File: src/rtl/clk_div_ctrl_pkg.sv
// Shared types for the divider-ratio controller: FSM encoding, field widths, ratio normalisation.
package clk_div_ctrl_pkg;

    localparam int DIV_W    = 8;
    localparam int SETTLE_W = 9;

    typedef enum logic [2:0] {
        ST_IDLE   = 3'd0,
        ST_CHK    = 3'd1,
        ST_GATE   = 3'd2,
        ST_LOAD   = 3'd3,
        ST_SETTLE = 3'd4,
        ST_ACK    = 3'd5,
        ST_REJ    = 3'd6
    } state_t;

    // Ratios of 0 and 1 both mean bypass; keep a single encoding internally.
    function automatic logic [DIV_W-1:0] norm_div(input logic [DIV_W-1:0] d);
        return (d == '0) ? DIV_W'(1) : d;
    endfunction

endpackage

File: src/rtl/clk_div_ctrl_rr_arbiter.sv
// Round-robin arbiter: combinational grant of the first request after the pointer, zero latency.
// Pointer moves to the grant only when i_upd is high, so a held grant is not consumed.
module rr_arbiter #(
    parameter  int N     = 4,
    localparam int IDX_W = $clog2(N)
) (
    input  logic             clk_i,
    input  logic             rst_n,
    input  logic [N-1:0]     i_req,
    input  logic             i_upd,
    output logic             o_vld,
    output logic [IDX_W-1:0] o_gnt
);

    logic [IDX_W-1:0] r_ptr;
    logic             w_found;
    logic [IDX_W-1:0] w_gnt;

    always_comb begin
        int j;
        w_found = 1'b0;
        w_gnt   = '0;
        j       = 0;
        for (int k = 1; k <= N; k++) begin
            j = (int'(r_ptr) + k) % N;
            if (!w_found && i_req[IDX_W'(j)]) begin
                w_found = 1'b1;
                w_gnt   = IDX_W'(j);
            end
        end
    end

    always_ff @(posedge clk_i or negedge rst_n) begin
        if (!rst_n) begin
            r_ptr <= IDX_W'(N - 1);
        end else if (i_upd && w_found) begin
            r_ptr <= w_gnt;
        end
    end

    assign o_vld = w_found;
    assign o_gnt = w_gnt;

endmodule

File: src/rtl/clk_div_ctrl.sv
// Shares one clock divider among N_REQ requesters; glitch-safe gate/align/load/settle/ungate per change.
// Requests are level-held until ack_o/err_o; not sampled outside IDLE. Range check: CLK_DIV_CTRL_RANGE_CHK_EN.
module clk_div_ctrl
    import clk_div_ctrl_pkg::*;
#(
    parameter int          N_REQ      = 4,
    parameter int          SETTLE_CYC = 4,
    parameter logic [7:0]  MAX_DIV    = 8'd64
) (
    input  logic                 clk_i,
    input  logic                 rst_n,
    input  logic [N_REQ-1:0]     req_i,
    input  logic [8*N_REQ-1:0]   req_data_i,
    output logic [N_REQ-1:0]     ack_o,
    output logic [N_REQ-1:0]     err_o,
    output logic [DIV_W-1:0]     div_data_o,
    output logic                 div_en_o,
    output logic                 gate_o,
    output logic                 busy_o,
    output logic [DIV_W-1:0]     cur_div_o
);

    localparam int IDX_W = $clog2(N_REQ);

`ifdef CLK_DIV_CTRL_RANGE_CHK_EN
    localparam bit RANGE_CHK_EN = 1'b1;
`else
    localparam bit RANGE_CHK_EN = 1'b0;
`endif

    state_t              r_state;
    state_t              w_state_nxt;
    logic [IDX_W-1:0]    r_gnt;
    logic [DIV_W-1:0]    r_new_div;
    logic [DIV_W-1:0]    r_cur_div;
    logic [DIV_W-1:0]    r_phase;
    logic [DIV_W-1:0]    w_phase_nxt;
    logic [SETTLE_W-1:0] r_settle;

    logic                w_arb_vld;
    logic [IDX_W-1:0]    w_arb_gnt;
    logic [DIV_W-1:0]    w_req_data;
    logic                w_take;
    logic                w_load;

    rr_arbiter #(.N(N_REQ)) u_arb (
        .clk_i (clk_i),
        .rst_n (rst_n),
        .i_req (req_i),
        .i_upd (w_take),
        .o_vld (w_arb_vld),
        .o_gnt (w_arb_gnt)
    );

    assign w_take = (r_state == ST_IDLE) && w_arb_vld;

    always_comb begin
        w_req_data = '0;
        for (int i = 0; i < N_REQ; i++) begin
            if (w_arb_gnt == IDX_W'(i)) begin
                w_req_data = req_data_i[8*i +: 8];
            end
        end
    end

    // Mirror of the divider counter; zero marks the last cycle of a divided period.
    assign w_phase_nxt = (r_phase == '0) ? (r_cur_div - DIV_W'(1)) : (r_phase - DIV_W'(1));

    always_comb begin
        w_state_nxt = r_state;
        ack_o       = '0;
        err_o       = '0;
        gate_o      = 1'b1;
        w_load      = 1'b0;
        case (r_state)
            ST_IDLE: begin
                if (w_arb_vld) begin
                    w_state_nxt = ST_CHK;
                end
            end
            ST_CHK: begin
                if (RANGE_CHK_EN && (r_new_div > MAX_DIV)) begin
                    w_state_nxt = ST_REJ;
                end else if (r_new_div == r_cur_div) begin
                    w_state_nxt = ST_ACK;
                end else begin
                    w_state_nxt = ST_GATE;
                end
            end
            ST_GATE: begin
                gate_o = 1'b0;
                // Look one cycle ahead so the load strobe lands on the boundary cycle itself.
                if (w_phase_nxt == '0) begin
                    w_state_nxt = ST_LOAD;
                end
            end
            ST_LOAD: begin
                gate_o      = 1'b0;
                w_load      = 1'b1;
                w_state_nxt = ST_SETTLE;
            end
            ST_SETTLE: begin
                gate_o = 1'b0;
                if (r_settle == '0) begin
                    w_state_nxt = ST_ACK;
                end
            end
            ST_ACK: begin
                ack_o[r_gnt] = 1'b1;
                w_state_nxt  = ST_IDLE;
            end
            ST_REJ: begin
                if (RANGE_CHK_EN) begin
                    err_o[r_gnt] = 1'b1;
                end
                w_state_nxt = ST_IDLE;
            end
            default: begin
                w_state_nxt = ST_IDLE;
            end
        endcase
    end

    always_ff @(posedge clk_i or negedge rst_n) begin
        if (!rst_n) begin
            r_state <= ST_IDLE;
        end else begin
            r_state <= w_state_nxt;
        end
    end

    always_ff @(posedge clk_i or negedge rst_n) begin
        if (!rst_n) begin
            r_gnt     <= '0;
            r_new_div <= DIV_W'(1);
        end else if (w_take) begin
            r_gnt     <= w_arb_gnt;
            r_new_div <= norm_div(w_req_data);
        end
    end

    always_ff @(posedge clk_i or negedge rst_n) begin
        if (!rst_n) begin
            r_cur_div <= DIV_W'(1);
            r_phase   <= '0;
            r_settle  <= '0;
        end else begin
            r_phase <= w_load ? (r_new_div - DIV_W'(1)) : w_phase_nxt;
            if (w_load) begin
                r_cur_div <= r_new_div;
                r_settle  <= SETTLE_W'(SETTLE_CYC) + {1'b0, r_new_div} - SETTLE_W'(1);
            end else if ((r_state == ST_SETTLE) && (r_settle != '0)) begin
                r_settle <= r_settle - SETTLE_W'(1);
            end
        end
    end

    assign div_en_o   = w_load;
    assign div_data_o = (r_state == ST_LOAD) ? r_new_div : r_cur_div;
    assign busy_o     = (r_state != ST_IDLE);
    assign cur_div_o  = r_cur_div;

endmodule

File: config.mk
export PLATFORM = sky130hd
export DESIGN_NAME = clk_div_ctrl
export DESIGN_NICKNAME = d
export VERILOG_FILES = /design/src/rtl/clk_div_ctrl_pkg.sv /design/src/rtl/clk_div_ctrl_rr_arbiter.sv /design/src/rtl/clk_div_ctrl.sv
export SDC_FILE = /design/constraint.sdc
export NUM_CORES = 1
export LEC_CHECK = 0
export ABC_AREA = 1
export BUFFER_PORTS_ARGS = -buffer_cell sky130_fd_sc_hd__buf_2
export CORE_AREA = 3 3 75 77
export CTS_CLUSTER_DIAMETER = 120
export DETAILED_ROUTE_END_ITERATION = 8
export DIE_AREA = 0 0 78 80
export PLACE_DENSITY = 0.84
export SLEW_MARGIN = 25
export SYNTH_ARGS = -nofsm -noshare
export SYNTH_HDL_FRONTEND = slang
export SYNTH_SLANG_ARGS = --single-unit
File: constraint.sdc
create_clock -name clk_i -period 5.7 [get_ports clk_i]
set_input_delay 0.285 -clock clk_i [delete_from_list [all_inputs] [get_ports clk_i]]
set_output_delay 0.285 -clock clk_i [all_outputs]
set_load 0.05 [all_outputs]
==> Word level (Yosys, flattened, before mapping) <==
Cells that the tools add are included.
{ "classes": {"n_addsub": 10, "n_mul": 0, "div_mod_pow": 0, "magnitude_cmp": 6, "n_eq_ne": 12, "n_shift": 0, "n_mux": 40, "bitwise": 0, "reduce_logical": 21} }
{ "op_table": {"columns": ["operator", "n"], "rows": [
  ["$mux 8", 8],
  ["$logic_not 8->1", 3],
  ["$sub 8x1->8 const B", 3],
  ["$mux 9", 2],
  ["$sub 9x1->9 const B", 2],
  ["$lt 2x4->1 const B", 4],
  ["$mux 1", 15],
  ["$pmux 3 s5", 1],
  ["$mux 3", 4],
  ["$add 3x8->9 const A", 1],
  ["$logic_not 9->1", 1],
  ["$reduce_bool 9->1", 1],
  ["$bmux 1 s2", 4],
  ["$eq 8x8->1", 1],
  ["$mux 2", 4],
  ["$logic_and 1x1->1", 7],
  ["$eq 3x2->1 const B", 2],
  ["$eq 3x3->1 const B", 2],
  ["$add 2x1->2 const B", 2],
  ["$add 2x2->2 const B", 2],
  ["$eq 2x2->1 const B", 2],
  ["$mux 4", 1],
  ["$ne 2x2->1 const B", 2],
  ["$eq 3x1->1 const B", 1],
  ["12 further kinds", 14]
]} }
{ "totals": {"register_bits": 40, "latch_bits": 0, "ram_bits": 0, "romBits": 0, "in_bits": 38, "out_inout_bits": 27, "word_cells": 96, "mem_count": 0} }

==> Depth between registers and ports, before layout <==
Gate-level depths: netlist of run 1.
{ "depth": {"word_depth": 21, "mapped_depth": 17, "depth_no_buf": 17} }

==> Hierarchy <==
Synthesis of run 1 repeated with hierarchy kept, for this count alone.
{ "hier_totals": {"hier_cells": 429, "hier_area_um2": 2951.6} }
{ "by_module_without_submodules": {"columns": ["module", "n_inst", "cells_per_inst", "area_per_inst_um2", "seq_area_each_um2"], "rows": [
  ["clk_div_ctrl", 1, 370, 2567.5, 953.4],
  ["rr_arbiter", 1, 59, 384.1, 52.6]
]} }

==> Least setup slack after synthesis of run 1 <==
OpenSTA, ideal clock, no wires.
{ "synth_timing": {"path_type": "register to output", "start": "reg r_state[2]", "end": "out div_data_o[3]", "arrival_ns": 2.422, "t_required_ns": 5.415, "slack_ns": 2.993, "stages_incl_launch_ff": 7, "path_buffers": 2, "path_cell_list": "dfrtp_1 > inv_1 > nand2_1 > nor2_1 > clkbuf_1 > clkbuf_1 > o21ai_0"} }
{ "synth_between": {"elab_chain_cells": 2} }
{ "synth_rtl": {"columns": ["element", "line_no", "rtl"], "rows": [
  ["from (decl)", "clk_div_ctrl.sv:31", "state_t r_state;"],
  ["from (signal assigned)", "clk_div_ctrl.sv:128", "r_state <= w_state_nxt;"],
  ["$eq 3x2->1", "clk_div_ctrl.sv:159", "assign div_data_o = (r_state == ST_LOAD) ? r_new_div : r_cur_div;"],
  ["$mux 8", "clk_div_ctrl.sv:159", null],
  ["to (decl)", "clk_div_ctrl.sv:16", "output logic [DIV_W-1:0] div_data_o,"]
]} }
No other way between the ends.

==> Worst setup path in the final report of run 1 <==
{ "layout_timing": {"start": "reg r_state[2]", "end": "out div_data_o[1]"} }
Same word-level chain as after synthesis.

==> results.md, run 1 <==
- Clk Latency, worst-skew pair: 0.30 ns
- Multi-input gate area: between 1500 and 2000 um^2
- Seq/Total Area, Yosys: between 30 and 40%
- Resized cells post-CTS: 0
- PortBufs: 60
- FILL cells: roughly 440
- Synthesis warning total: 0
- Register area: ~1000 um^2
- Kind of critical path: register to primary output
- R2R Setup Slk: roughly 3.4 ns
- Synthesized area: between 2000 and 3000 um^2
- Yosys reg bits: 40
- Top-count cell post-synth: nand2_1
- CP max FO: 31
- Post-synth EDFFs: 0
- Tot GR Track Use: a little under a quarter
- Metal2 WL: 3389 um
- Initial drt markers: between 200 and 250
- Total wire length: between 6000 and 7000 um
- Worst hold path class: input port to async pin
- Post-layout util: between 60% and 70%
- Clock slew at reported path FFs: around 0.08 ns
- Io pins: 65
- Worst slew margin: 42.07%
- First-pass GRT wire length: around 12000 um
- Arrival @ worst endpoint: approximately 2.3 ns
- Mapped Avg Cell Area: 6.810 um^2
- Die ar.: between 6000 and 7000 um^2
- Clk sink count: 40
- Die X-Extent: roughly 80 um
- Top cells by count, synth: nand2_1, nor2_1, inv_1, dfrtp_1, nand3_1
- Number of vias per cell: around 5.2
- Synth top area share: 30.48%
- Final hold violations: 0
- Nets: between 500 and 600
- DR vias: ~2.9k
- CTS tree: built
- Row Count: 26
- CTS root buf: clkbuf_8
- Worst Skew: slightly below 0.008 ns
- ANT nets after route: 0
- RSZ-0062 raised after global routing: false
- Grt ovf: 0
- CP peak stage delay: around 0.45 ns
- Die height: about 80 um
- Largest net degree at the start of global routing: 41
- Main area contributors after synthesis: dfrtp_1, nand2_1, nor2_1, nand3_1, inv_1
- Area leader, netlist: dfrtp_1
- Initial core utilization: between 50% and 60%
- Cell Chain, Critical Path: inv_1 > nand2_1 > nor2_1 > buf_4 > inv_1 > o21ai_0 > buf_2
- CTS hold repair buffers: 0
- Reg2reg end: r_new_div[0]$_DFFE_PN1P_
- CTS H-tree depth: 2
- Uppermost layer routed: met4
- Max Transition Viols Final: 0
- R2r startpoint: u_arb.r_ptr[1]$_DFFE_PN1P_
- Post-route clock period utilization: between 40% and 50%
- Worst path top cell family by delay: buffers and inverters
- Tightest hold margin: a little under 0.1 ns
- Top_reg_cell synth: dfrtp_1
- Antenna diode count: 0
- CTS Buf Count: 5
- Most used cell, CP: inv_1
- Met1 wire length: between 2000 and 3000 um
- Antenna violations before repair: 0
- Drt pass-1 iters: 4
- Core area: between 5000 and 6000 um^2
- DP HPWL: 5364 um
- CTS max path bufs: 2
- Async set-reset flop share out of synthesis: between 90% and 100%
- Placer Congestion: around 0.90
- Postcts setup bufs: 0
- CP Buf/Inv Count: 4
- Outcome: completed
- Vias in the first global route: 2790
- Critical path startpoint category: register
- Worst-Margin Slew: 0.8689 ns
- CP required: around 5.4 ns
- Critical path capture point type: primary output
- Detailed-route DRC error count: 0
- Post-synth cell types: 35
- TNS Setup: 0 ns
- Final Setup Violations: 0
- Slowest CP cell: dfrtp_1
- Met3 wire length: 407 um
- Reg2reg path depth: 16
- Achievable Freq: ~380 MHz
- Max-Cap Viols: 0
- Syn Inst Count: approximately 430
- Area growth syn-to-layout: 14.35%
- Share of post-route cells with drive strength above 1: between 20% and 30%
- WL/cell: 12.31 um
- Post-layout min period: ~2.6 ns
-- cell usage in the layout (no fill, tap or decap), types with 5 or more instances in the layout --
cell      instances
a21oi_1          11
buf_2            60
clkbuf_8          5
dfrtp_1          36
inv_1            48
inv_2             6
nand2_1         107
nand2_2          11
nand2_4           5
nand3_1          36
nand4_1           9
nor2_1           55
nor3_1            9
o21ai_0          34
xnor2_1           5
xor2_1            9
-- worst register-to-register path: cells and delay by family (launching register included) --
family | cells | cell delay [ns]
compound gates | 2 | 0.24
buf+inv | 2 | 0.26
flops | 1 | 0.62
simple gates | 12 | 1.17
-- metal layers --
layer / up-vias / GRT usage (%)
met5: - / 0
li1: 1500 / -
met2: 104 / 42.21
met1: 1324 / 29.02
met4: 0 / 5.594
met3: 9 / 3.725
-- per-stage QoR --
step	worst slack, ns	area [um^2]	cells
5_1_grt	2.888	3379	560
4_1_cts	3.063	3379	560
3_5_place_dp	3.392	3272	552
3_3_place_gp	3.407	3272	552
2_1_floorplan	2.993	2967	437
6_report	3.079	3379	560
-- flip-flops by register name (all words and copies together), names as in the netlist --
| signal | count |
|---|---|
| r_gnt | 2 |
| r_state | 3 |
| cur_div_o | 8 |
| r_settle | 9 |
| r_new_div | 8 |
| r_phase | 8 |
| u_arb.r_ptr | 2 |
-- worst max-delay path by stage --
stage / depth (start not counted) / slack, ns / endpoint / from
after floorplan: 6 / 2.99 / div_data_o[3] / r_state[2]$_DFFE_PN0P_
after global placement: 7 / 3.41 / div_data_o[2] / r_state[2]$_DFFE_PN0P_
after detailed placement: 14 / 3.39 / r_new_div[0]$_DFFE_PN1P_ / u_arb.r_ptr[0]$_DFFE_PN1P_
after CTS: 7 / 3.06 / div_data_o[2] / r_state[2]$_DFFE_PN0P_
after global routing: 7 / 2.89 / div_data_o[2] / r_state[2]$_DFFE_PN0P_
final: 7 / 3.08 / div_data_o[1] / r_state[2]$_DFFE_PN0P_
-- final cells by class --
class                      instances  share of cell area [%]
timing repair buffer              61                   9.108
multi-input combinational        327                   49.35
sequential                        40                   29.77
tap                               70                   2.592
clock inverter                     2                   1.037
clock buffer                       6                   2.147
inverter                          54                   5.998
-- logic make-up after synthesis --
group | count (synthesis) | share of synthesized area [%]
flip-flops | 40 | 34.04
adder cells (fa/ha/maj) | 3 | 1.270
AND/OR/NAND/NOR | 245 | 38.95
XOR/XNOR | 14 | 4.149
other | 1 | 0.1269
AO/OA/AOI/OAI | 61 | 11.56
buffers and inverters | 70 | 9.907
Power of run 1 is not shown: default switching activity piles up to over one toggle a cycle in this logic, so the estimate is an artifact.
==> inputs of run 2 (changes only) <==
--- a/config.mk
+++ b/config.mk
@@ -7,11 +7,11 @@
 export LEC_CHECK = 0
 export ABC_AREA = 1
 export BUFFER_PORTS_ARGS = -buffer_cell sky130_fd_sc_hd__buf_2
-export CORE_AREA = 3 3 75 77
+export CORE_AREA = 3 3 81 83
 export CTS_CLUSTER_DIAMETER = 120
 export DETAILED_ROUTE_END_ITERATION = 8
-export DIE_AREA = 0 0 78 80
-export PLACE_DENSITY = 0.84
+export DIE_AREA = 0 0 84 86
+export PLACE_DENSITY = 0.76
 export SLEW_MARGIN = 25
 export SYNTH_ARGS = -nofsm -noshare
 export SYNTH_HDL_FRONTEND = slang
==> constraint.sdc (replaced) <==
create_clock -name clk_i -period 2.26 [get_ports clk_i]
set_input_delay 0.113 -clock clk_i [delete_from_list [all_inputs] [get_ports clk_i]]
set_output_delay 0.113 -clock clk_i [all_outputs]
set_load 0.05 [all_outputs]
==> run 2 against run 1 <==
Setup slack worse by 3.1 ns; clock skew about the same; sequential share of layout area fell by 1.7 points; critical path depth up 8; core utilization down 6.1 points; clock-buffer cell count increased by 2; final cell count is 4.5% higher; flip-flop and latch count did not move; via count increased by 2.6%; first-iteration DRC count fell by 35%; non-clock buffer count increased by 18; die area grew 16%.
==> results.md, run 2 (synthesized netlist as in run 1, its figures left out) <==
- Outcome: completed
- Worst Skew: 0.007621 ns
- CTS root buf: clkbuf_8
- Max-Cap Viols: 0
- Clk Latency, worst-skew pair: roughly 0.30 ns
- Number of vias per cell: around 5
- Grt ovf: 0
- DR vias: ~3k
- CP Buf/Inv Count: 2
- Share of post-route cells with drive strength above 1: 26.27%
- CTS max path bufs: 2
- Die ar.: between 7000 and 8000 um^2
- Area growth syn-to-layout: 21.25%
- RSZ-0062 raised after global routing: true
- Leading cell type in the layout, fill and taps excluded: nand2_1
- Detailed-route DRC error count: 0
- Reg2reg path depth: 15
- WP depth: 15
- Post-route clock period utilization: 99.46%
- Commonest non-fill, non-tap cells in the layout: nand2_1, buf_2, nor2_1
- Critical path startpoint category: register
- CP max FO: 9
- Core area: just under 6000 um^2
- First-pass GRT wire length: 12430 um
- Worst path top cell family by delay: simple AND/OR/NAND/NOR gates
- Nets: 550
- DP HPWL: approximately 5600 um
- WHS Path Cells: 5
- Final Setup Violations: 0
- Critical path capture point type: register
- Initial drt markers: between 150 and 200
- Die height: about 86 um
- Drt pass-1 iters: 4
- Row Count: 28
- Final hold violations: 0
- CTS Buf Count: 5
- Vias in the first global route: roughly 2.8k
- Largest net degree at the start of global routing: 41
- Cell Chain, Critical Path: inv_4 > nand2_2 > nand2_2 > nand2_2 > nand2_2 > nor2_8 > nand3_4 > nand3_4 > nand2_8 > buf_4 > nand3_1 > nand4_1 > nor2_1 > nand2_1 > a21oi_2
- Worst hold path class: input port to register
- Initial core utilization: around half
- CP required: around 2.5 ns
- Worst-Margin Slew: between 0.8 and 0.9 ns
- Tot GR Track Use: between 20% and 30%
- Io pins: 65
- Antenna diode count: 0
- Die X-Extent: approximately 84 um
- Post-layout min period: 2.248 ns
- Clk sink count: 40
- Placer Congestion: 0.8523
- PortBufs: 60
- Number of flip-flops in the largest register: 9
- CTS tree: built
- Total wire length: between 7000 and 8000 um
- Clock slew at reported path FFs: roughly 0.08 ns
- Most used cell, CP: nand2_2
- ANT nets after route: 0
- Antenna violations before repair: 0
- CP peak stage delay: ~0.61 ns
- Worst slew margin: between 40% and 50%
- Biggest register: r_settle
- Arrival @ worst endpoint: around 2.5 ns
- Tightest hold margin: ~0.20 ns
- Achievable Freq: approximately 440 MHz
- Kind of critical path: register to register
- WL/cell: ~13 um
- Max Transition Viols Final: 0
- Slowest CP cell: dfstp_2
- CTS H-tree depth: 2
==> run 2: changes by cell type in the layout (fill, tap and decap cells not counted), sizes merged <==
cell and change:
buf +17, bufinv -1, clkbuf +2, clkinv -1, dlygate4sd3 +1, nand2 +2
==> run 2: worst paths after layout <==
path                       slack (ns)                  startpoint                       end
max                              0.01  u_arb.r_ptr[0]$_DFFE_PN1P_  r_new_div[0]$_DFFE_PN1P_
min                              0.20              req_data_i[14]  r_new_div[6]$_DFFE_PN0P_
max reg2reg                      0.01  u_arb.r_ptr[0]$_DFFE_PN1P_  r_new_div[0]$_DFFE_PN1P_
min reg2reg                      0.52      r_state[0]$_DFFE_PN0P_    r_state[1]$_DFFE_PN0P_
max in group asynchronous        1.23                       rst_n  r_new_div[3]$_DFFE_PN0P_
min in group asynchronous        0.47                       rst_n   r_settle[2]$_DFFE_PN0P_
==> run 2: area by class of cell <==
class | count | area [um^2]
Clock buffer | 8 | 90.09
Tap cell | 75 | 93.84
Timing Repair Buffer | 79 | 445.4
Inverter | 54 | 207.7
Multi-Input combinational cell | 329 | 1740
Fill cell | 563 | 2337
Sequential cell | 40 | 1006
==> run 2: what timing repair did <==
action / in CTS / in global routing
hold endpoints to repair: 36 / 0
gates resized for setup: 2 / 13
gates cloned: 0 / 2
setup buffers: 0 / 5
pin swaps: 0 / 3
hold buffers: 1 / 0
endpoints found under the setup margin: 1 / 14
==> run 2: stage by stage <==
stage	setup TNS [ns]	util [%]	cell area (um^2)	instances	setup slack, ns
final	0	60.52	3583	585	0.01215
after global routing	-0.4020	60.52	3583	585	-0.1890
after CTS	0	58.75	3478	578	0.01296
after detailed placement	0	56.89	3368	569	0.01324
after global placement	0	56.89	3368	569	0.07676
after floorplan	-0.9857	-	2968	437	-0.3142
==> run 2: worst min-delay path, delay by kind of cell <==
family,cells,cell delay [ns]
simple gates,2,0.14
buf+inv,2,0.14
compound gates,1,0.07
==> run 2: per-layer routing <==
layer | wire length [um] | global-route usage [%] | up-vias
li1 | - | - | 1537
met1 | 3228 | 26.21 | 1372
met2 | 3688 | 37.82 | 98
met3 | 448 | 2.978 | 7
met4 | 101 | 6.140 | 0
met5 | 0 | 0 | -
Power of run 2 is left out for the same reason.
